==> src/rtl/sram_bist_pkg.sv <==
// ============================================================================
// Module  : sram_bist_pkg
// Brief   : Shared state encoding, sweep directions and pattern select for the BIST.
// Revision: 1.0
// ============================================================================
`default_nettype none

package sram_bist_pkg;

    typedef enum logic [2:0] {
        ST_IDLE  = 3'd0,
        ST_WR0   = 3'd1,
        ST_RD0   = 3'd2,
        ST_WR1   = 3'd3,
        ST_RD1   = 3'd4,
        ST_FLUSH = 3'd5,
        ST_DONE  = 3'd6
    } bist_state_e;

    localparam logic c_DIR_UP   = 1'b0;
    localparam logic c_DIR_DOWN = 1'b1;

    typedef enum logic {
        PAT_TRUE = 1'b0,
        PAT_INV  = 1'b1
    } pat_sel_e;

    // The second half of the march runs downwards with the inverted background.
    function automatic logic phase_dir(input bist_state_e s);
        return ((s == ST_WR1) || (s == ST_RD1)) ? c_DIR_DOWN : c_DIR_UP;
    endfunction

    function automatic pat_sel_e phase_pat(input bist_state_e s);
        return ((s == ST_WR1) || (s == ST_RD1)) ? PAT_INV : PAT_TRUE;
    endfunction

endpackage

`default_nettype wire

==> src/rtl/sram_bist_cmp.sv <==
// ============================================================================
// Module  : sram_bist_cmp
// Brief   : Delayed read-data compare with saturating error count and first-fail address.
// Revision: 1.0
// ============================================================================
`default_nettype none

module sram_bist_cmp
    import sram_bist_pkg::*;
#(
    parameter int DATA_WIDTH = 64,
    parameter int ADDR_WIDTH = 10,
    parameter int ERR_W      = 16
) (
    input  logic                  clk_i,
    input  logic                  rst_i,
    input  logic                  clear_i,
    input  logic                  discard_i,
    input  logic                  rd_issue_i,
    input  logic [DATA_WIDTH-1:0] rd_exp_i,
    input  logic [ADDR_WIDTH-1:0] rd_addr_i,
    input  logic [DATA_WIDTH-1:0] rdata_i,
    output logic [ERR_W-1:0]      err_count_o,
    output logic [ADDR_WIDTH-1:0] first_err_addr_o
);

    localparam logic [ERR_W-1:0] c_ERR_MAX = '1;

    logic                  pend_q;
    logic [DATA_WIDTH-1:0] exp_q;
    logic [ADDR_WIDTH-1:0] addr_q;
    logic [ERR_W-1:0]      err_q;
    logic [ERR_W-1:0]      err_d;
    logic [ADDR_WIDTH-1:0] first_q;
    logic [ADDR_WIDTH-1:0] first_d;
    logic                  w_miscmp;

    assign w_miscmp = pend_q && !discard_i && (rdata_i != exp_q);

    // The counter never wraps, so a zero count marks the first miscompare of a run.
    always_comb begin
        err_d   = err_q;
        first_d = first_q;
        if (clear_i) begin
            err_d   = '0;
            first_d = '0;
        end else if (w_miscmp) begin
            if (err_q != c_ERR_MAX) begin
                err_d = err_q + ERR_W'(1);
            end
            if (err_q == '0) begin
                first_d = addr_q;
            end
        end
    end

    always_ff @(posedge clk_i or posedge rst_i) begin
        if (rst_i) begin
            pend_q  <= 1'b0;
            exp_q   <= '0;
            addr_q  <= '0;
            err_q   <= '0;
            first_q <= '0;
        end else begin
            pend_q  <= rd_issue_i && !discard_i;
            exp_q   <= rd_exp_i;
            addr_q  <= rd_addr_i;
            err_q   <= err_d;
            first_q <= first_d;
        end
    end

    assign err_count_o      = err_q;
    assign first_err_addr_o = first_q;

endmodule

`default_nettype wire

==> src/rtl/sram_bist_ctrl.sv <==
// ============================================================================
// Module  : sram_bist_ctrl
// Brief   : Fixed-latency march BIST (WR0/RD0/WR1/RD1) driving a one-cycle-latency SRAM.
// Revision: 1.0
// ============================================================================
`default_nettype none

module sram_bist_ctrl
    import sram_bist_pkg::*;
#(
    parameter  int DATA_WIDTH = 64,
    parameter  int NUM_WORDS  = 1024,
    parameter  int ERR_W      = 16,
    localparam int ADDR_WIDTH = $clog2(NUM_WORDS),
    localparam int BE_WIDTH   = (DATA_WIDTH + 7) / 8
) (
    input  logic                  clk_i,
    input  logic                  rst_i,
    input  logic                  start_i,
    input  logic                  abort_i,
    input  logic [DATA_WIDTH-1:0] pattern_i,
    output logic                  busy_o,
    output logic                  done_o,
    output logic                  pass_o,
    output logic [ERR_W-1:0]      err_count_o,
    output logic [ADDR_WIDTH-1:0] first_err_addr_o,
    output logic                  mem_req_o,
    output logic                  mem_we_o,
    output logic [ADDR_WIDTH-1:0] mem_addr_o,
    output logic [DATA_WIDTH-1:0] mem_wdata_o,
    output logic [BE_WIDTH-1:0]   mem_be_o,
    input  logic [DATA_WIDTH-1:0] mem_rdata_i
);

    localparam logic [ADDR_WIDTH-1:0] c_LAST_ADDR = ADDR_WIDTH'(NUM_WORDS - 1);
    localparam logic [BE_WIDTH-1:0]   c_BE_ALL    = '1;

    bist_state_e           state_q;
    logic [DATA_WIDTH-1:0] pat_q;
    logic                  busy_q;
    logic                  done_q;
    logic                  req_q;
    logic                  we_q;
    logic [ADDR_WIDTH-1:0] addr_q;
    logic [DATA_WIDTH-1:0] wdata_q;
    logic [BE_WIDTH-1:0]   be_q;

    logic                  w_idle_like;
    logic                  w_accept;
    logic                  w_dir;
    logic                  w_phase_end;
    logic [ADDR_WIDTH-1:0] w_addr_step;
    logic [DATA_WIDTH-1:0] w_exp;

    assign w_idle_like = (state_q == ST_IDLE) || (state_q == ST_DONE);
    assign w_accept    = w_idle_like && start_i && !abort_i;
    assign w_dir       = phase_dir(state_q);
    assign w_phase_end = (addr_q == ((w_dir == c_DIR_UP) ? c_LAST_ADDR : '0));
    assign w_addr_step = (w_dir == c_DIR_UP) ? addr_q + ADDR_WIDTH'(1) : addr_q - ADDR_WIDTH'(1);
    assign w_exp       = (phase_pat(state_q) == PAT_TRUE) ? pat_q : ~pat_q;

    // Phase hand-over reloads the address in the same edge as the last access,
    // so the request stays continuous across all four sweeps.
    always_ff @(posedge clk_i or posedge rst_i) begin
        if (rst_i) begin
            state_q <= ST_IDLE;
            pat_q   <= '0;
            busy_q  <= 1'b0;
            done_q  <= 1'b0;
            req_q   <= 1'b0;
            we_q    <= 1'b0;
            addr_q  <= '0;
            wdata_q <= '0;
            be_q    <= '0;
        end else if (abort_i) begin
            state_q <= ST_IDLE;
            busy_q  <= 1'b0;
            done_q  <= 1'b0;
            req_q   <= 1'b0;
            we_q    <= 1'b0;
            be_q    <= '0;
        end else begin
            unique case (state_q)
                ST_IDLE, ST_DONE: begin
                    if (start_i) begin
                        state_q <= ST_WR0;
                        pat_q   <= pattern_i;
                        busy_q  <= 1'b1;
                        done_q  <= 1'b0;
                        req_q   <= 1'b1;
                        we_q    <= 1'b1;
                        addr_q  <= '0;
                        wdata_q <= pattern_i;
                        be_q    <= c_BE_ALL;
                    end
                end
                ST_WR0: begin
                    if (w_phase_end) begin
                        state_q <= ST_RD0;
                        we_q    <= 1'b0;
                        addr_q  <= '0;
                    end else begin
                        addr_q  <= w_addr_step;
                    end
                end
                ST_RD0: begin
                    if (w_phase_end) begin
                        state_q <= ST_WR1;
                        we_q    <= 1'b1;
                        addr_q  <= c_LAST_ADDR;
                        wdata_q <= ~pat_q;
                    end else begin
                        addr_q  <= w_addr_step;
                    end
                end
                ST_WR1: begin
                    if (w_phase_end) begin
                        state_q <= ST_RD1;
                        we_q    <= 1'b0;
                        addr_q  <= c_LAST_ADDR;
                    end else begin
                        addr_q  <= w_addr_step;
                    end
                end
                ST_RD1: begin
                    if (w_phase_end) begin
                        state_q <= ST_FLUSH;
                        req_q   <= 1'b0;
                        be_q    <= '0;
                    end else begin
                        addr_q  <= w_addr_step;
                    end
                end
                ST_FLUSH: begin
                    state_q <= ST_DONE;
                    busy_q  <= 1'b0;
                    done_q  <= 1'b1;
                end
                default: begin
                    state_q <= ST_IDLE;
                    busy_q  <= 1'b0;
                    done_q  <= 1'b0;
                    req_q   <= 1'b0;
                    we_q    <= 1'b0;
                    be_q    <= '0;
                end
            endcase
        end
    end

    sram_bist_cmp #(
        .DATA_WIDTH (DATA_WIDTH),
        .ADDR_WIDTH (ADDR_WIDTH),
        .ERR_W      (ERR_W)
    ) u_cmp (
        .clk_i            (clk_i),
        .rst_i            (rst_i),
        .clear_i          (w_accept),
        .discard_i        (abort_i),
        .rd_issue_i       (req_q && !we_q),
        .rd_exp_i         (w_exp),
        .rd_addr_i        (addr_q),
        .rdata_i          (mem_rdata_i),
        .err_count_o      (err_count_o),
        .first_err_addr_o (first_err_addr_o)
    );

    assign busy_o      = busy_q;
    assign done_o      = done_q;
    assign pass_o      = done_q && (err_count_o == '0);
    assign mem_req_o   = req_q;
    assign mem_we_o    = we_q;
    assign mem_addr_o  = addr_q;
    assign mem_wdata_o = wdata_q;
    assign mem_be_o    = be_q;

endmodule

`default_nettype wire

==> config.mk <==
export PLATFORM = sky130hd
export DESIGN_NAME = sram_bist_ctrl
export DESIGN_NICKNAME = d
export VERILOG_FILES = /design/src/rtl/sram_bist_pkg.sv /design/src/rtl/sram_bist_cmp.sv /design/src/rtl/sram_bist_ctrl.sv
export SDC_FILE = /design/constraint.sdc
export NUM_CORES = 1
export LEC_CHECK = 0
export CAP_MARGIN = 15
export CORE_MARGIN = 3
export CORE_UTILIZATION = 45
export DETAILED_ROUTE_END_ITERATION = 8
export HOLD_SLACK_MARGIN = 0.05
export MAX_ROUTING_LAYER = met4
export PLACE_DENSITY_LB_ADDON = 0.15
export SLEW_MARGIN = 5
export SYNTH_ARGS = -nofsm -noshare
export SYNTH_HDL_FRONTEND = slang
export SYNTH_SLANG_ARGS = --single-unit
==> constraint.sdc <==
create_clock -name clk_i -period 8.2 [get_ports clk_i]
set_clock_uncertainty 0.05 [all_clocks]
set_input_delay 1.23 -clock clk_i [delete_from_list [all_inputs] [get_ports clk_i]]
set_output_delay 1.23 -clock clk_i [all_outputs]
set_load 0.05 [all_outputs]
==> impl_metrics.toml <==
[outcome]
outcome = "finished, final reports clean"

[timing]
post-route-min-period_ps = 4630
period_share = 0.564
setup_slack_ps = 3570
max_slew.worst_pin.slew_ps = 1080
final_max_slew_viol_count = 0
maxSlewHeadroom = 0.277
setup_tns_ps = 0
final_hold_viol_count = 0
finalSetupViolCount = 0
hold_slack_ps = 399
fmax_ghz = 0.216
rsz0062_at_grt = "no"

[global_routing]
grt_use_met1 = 0.340
grt_util_met3 = 0.0309
grt_antenna_before_repair = 1
use_met2 = 0.365
busiest_layer = "met2"
grt_use_total = 0.237
overflow = 0
grt_first_pass_wirelength_mm = 48.9
first_global_vias = 8881
grt_max_degree = 111

[layout]
fin_util = 0.606
drive_above_1_share = 0.0507
area_growth_pct = 31.5
fin_nets = 1544
stdcell_count = 1748

[synth]
yosysSeqAreaShare = 0.544
yosysWarnings = 0
ys_seq_elements = 246
async_flop_share = 1.00
postSynthCellCount = 1192
yosys_most_used_dff = "dfrtp_1"
synthesis.area_mm2 = 0.0113
synth_fp_nets = 1335
syn_area_per_cell_um2 = 9.49
synth_edf_count = 0
synth_cell_types = 56

[place]
place_inst = 1695
place_congestion = 0.864
place_hpwl_mm = 21.3
port_buffers = 244
place_ws_ps = 3670

[floorplan]
num_rows = 57
start_util = 0.461
dieArea_mm2 = 0.0271
io_pins = 245
die_h_um = 165
die_w_um = 165
coreArea_mm2 = 0.0245

[power_and_ir_drop]
p_per_area_mw_per_mm2 = 238
p_leak_nw = 6.42
vdd_ir_drop_max_v = 0.000117

[worst_setup_path]
end_kind = "register"
rr_startpoint = "state_q[2]"
start_kind = "register"
reg2reg_slack_ps = 3570
critPathRequiredTime_ps = 8520
worstSetupPathType = "reg2reg"
worstSetupStartpoint = "state_q[2]"
arrival_ps = 4950
critPathMaxFanout = 84

[hold_path]
hold_path.class = "reg2reg"
hp-start = "mem_addr_o[3]"

[detailed_routing]
drt-total-wl_mm = 31.5
num_vias = 9078
viasPerCell = 5.19
drc = 0
wl_per_cell_um = 18.0
ant_nets = 0
dr.first_iter.drc_count = 709
firstDrtPassIters = 5

[clock_tree]
cts.sinks = 246
cts_hold_buf = 0
clockBufferDepth = 3
clkTransAtPathRegs_ps = 60
cts_tree = "built"
post-cts-setup-buffers = 0
clockRootBuffer = "clkbuf_16"
clock_latency_ps = 540
ctsHtreeMaxLevel = 1
cts_resized = 0
cts_made_buffers = 27

[job]
max_cap_viol_count = 0
-- cell usage in the layout, fill, tap and decap left out, types with 3 or more instances in the layout --
cell type        netlist  routed
o211ai_1               4       4
or3_1                 13      12
nor3_1                 3       3
nand2b_1               5       4
nor2b_1                6       6
buf_4                 15       8
diode_2                0       3
nand2_1              212     212
and3_1                 4       4
or4_1                  3       3
clkinv_2               0       9
clkbuf_8               0       8
and2_1                 4       4
a21o_1                 3       3
o21ai_0               41      41
ha_1                  10      10
xnor2_1              134     134
clkbuf_16              0      27
clkdlybuf4s50_1        0     244
and4_1                 5       5
a21oi_1              170     170
dfrtp_1              246     246
o21bai_1               3       3
bufinv_16              0       3
a22o_1                 3       3
or2_2                  3       3
inv_1                 14      13
nor2_1               140     140
nand3_1               26      26
nor4_1                 7       7
nand4_1               26      26
-- path summary, 6_finish.rpt --
kind                                        end  cells past startpoint
setup / recovery                mem_wdata_o[61]                     10
hold / removal                  u_cmp.addr_q[3]                      0
setup reg to reg                mem_wdata_o[61]                     10
hold reg to reg                 u_cmp.addr_q[3]                      0
max in group asynchronous        mem_wdata_o[7]                      3
min in group asynchronous  u_cmp.err_count_o[8]                      2
-- registers in the layout, summed over array words and instances (netlist names), 3 cells and up --
signal                  cells
u_cmp.first_err_addr_o     10
u_cmp.exp_q                64
state_q                     3
mem_addr_o                 10
mem_wdata_o                64
pat_q                      64
u_cmp.addr_q               10
u_cmp.err_count_o          16
-- logic make-up after synthesis --
group,Yosys count,synth area share
AND/OR/NAND/NOR,463,0.178
AO/OA/AOI/OAI,248,0.124
flip-flops,246,0.544
XOR/XNOR,134,0.104
buffers and inverters,88,0.0360
adder cells (fa/ha/maj),11,0.0128
multiplexers,2,0.00188
-- Yosys cell counts (4+ instances only) --
| cell | instances | share of area |
|---|---|---|
| nand2_1 | 212 | 0.070 |
| and4_1 | 5 | 0.0039 |
| clkbuf_1 | 39 | 0.013 |
| nor2_1 | 140 | 0.046 |
| or3_1 | 13 | 0.0072 |
| xnor2_1 | 134 | 0.10 |
| and3_1 | 4 | 0.0022 |
| inv_1 | 14 | 0.0046 |
| a21oi_1 | 170 | 0.075 |
| nand4_1 | 26 | 0.014 |
| buf_2 | 16 | 0.0071 |
| buf_4 | 15 | 0.010 |
| dfrtp_1 | 246 | 0.54 |
| nand3_1 | 26 | 0.012 |
| nor2b_1 | 6 | 0.0033 |
| o21ai_0 | 41 | 0.018 |
| nand2b_1 | 5 | 0.0028 |
| ha_1 | 10 | 0.011 |
| o211ai_1 | 4 | 0.0027 |
| and2_1 | 4 | 0.0022 |
| nor4_1 | 7 | 0.0039 |
-- area by class of cell --
type                    count  area [um^2]
flip-flops and latches    246         6160
clock buffers              36          790
diodes                      3         7.51
fillers                  2128         9660
well taps                 324          405
multi-input cells         858         4760
inverters                  15         66.3
clock inverters            13          155
repair buffers            253         2530
-- report_power, final --
| group | switching (mW) | internal, mW | total, mW |
|---|---|---|---|
| clock network | 0.496 | 0.770 | 1.27 |
| logic | 0.449 | 0.306 | 0.755 |
| registers | 0.136 | 1.39 | 1.52 |
| total | 1.08 | 2.46 | 3.54 |
-- critical path: stages (launching register included) --
cell and delay [ps]:
dfrtp_1 660, or3b_4 470, nand2_1 390, ha_1 310, nand4_1 180, nor2_1 420, o211ai_2 190, a2111oi_4 330
buf_4 460, buf_4 720, a21oi_1 160
-- metal layers --
layer  wire, um  up-vias
li1           -     4417
met5          0        -
met4        459        0
met3       1830       32
met2      14600      273
met1      14600     4356
-- stage by stage --
step	instance area (um^2)	power [mW]
after CTS	14800	3.58
after global routing	14900	3.70
after detailed placement	13900	2.30
final	14900	3.54
after floorplan	11300	2.00
after global placement	13900	2.29
No activity file was read; power rests on OpenSTA's default activity.
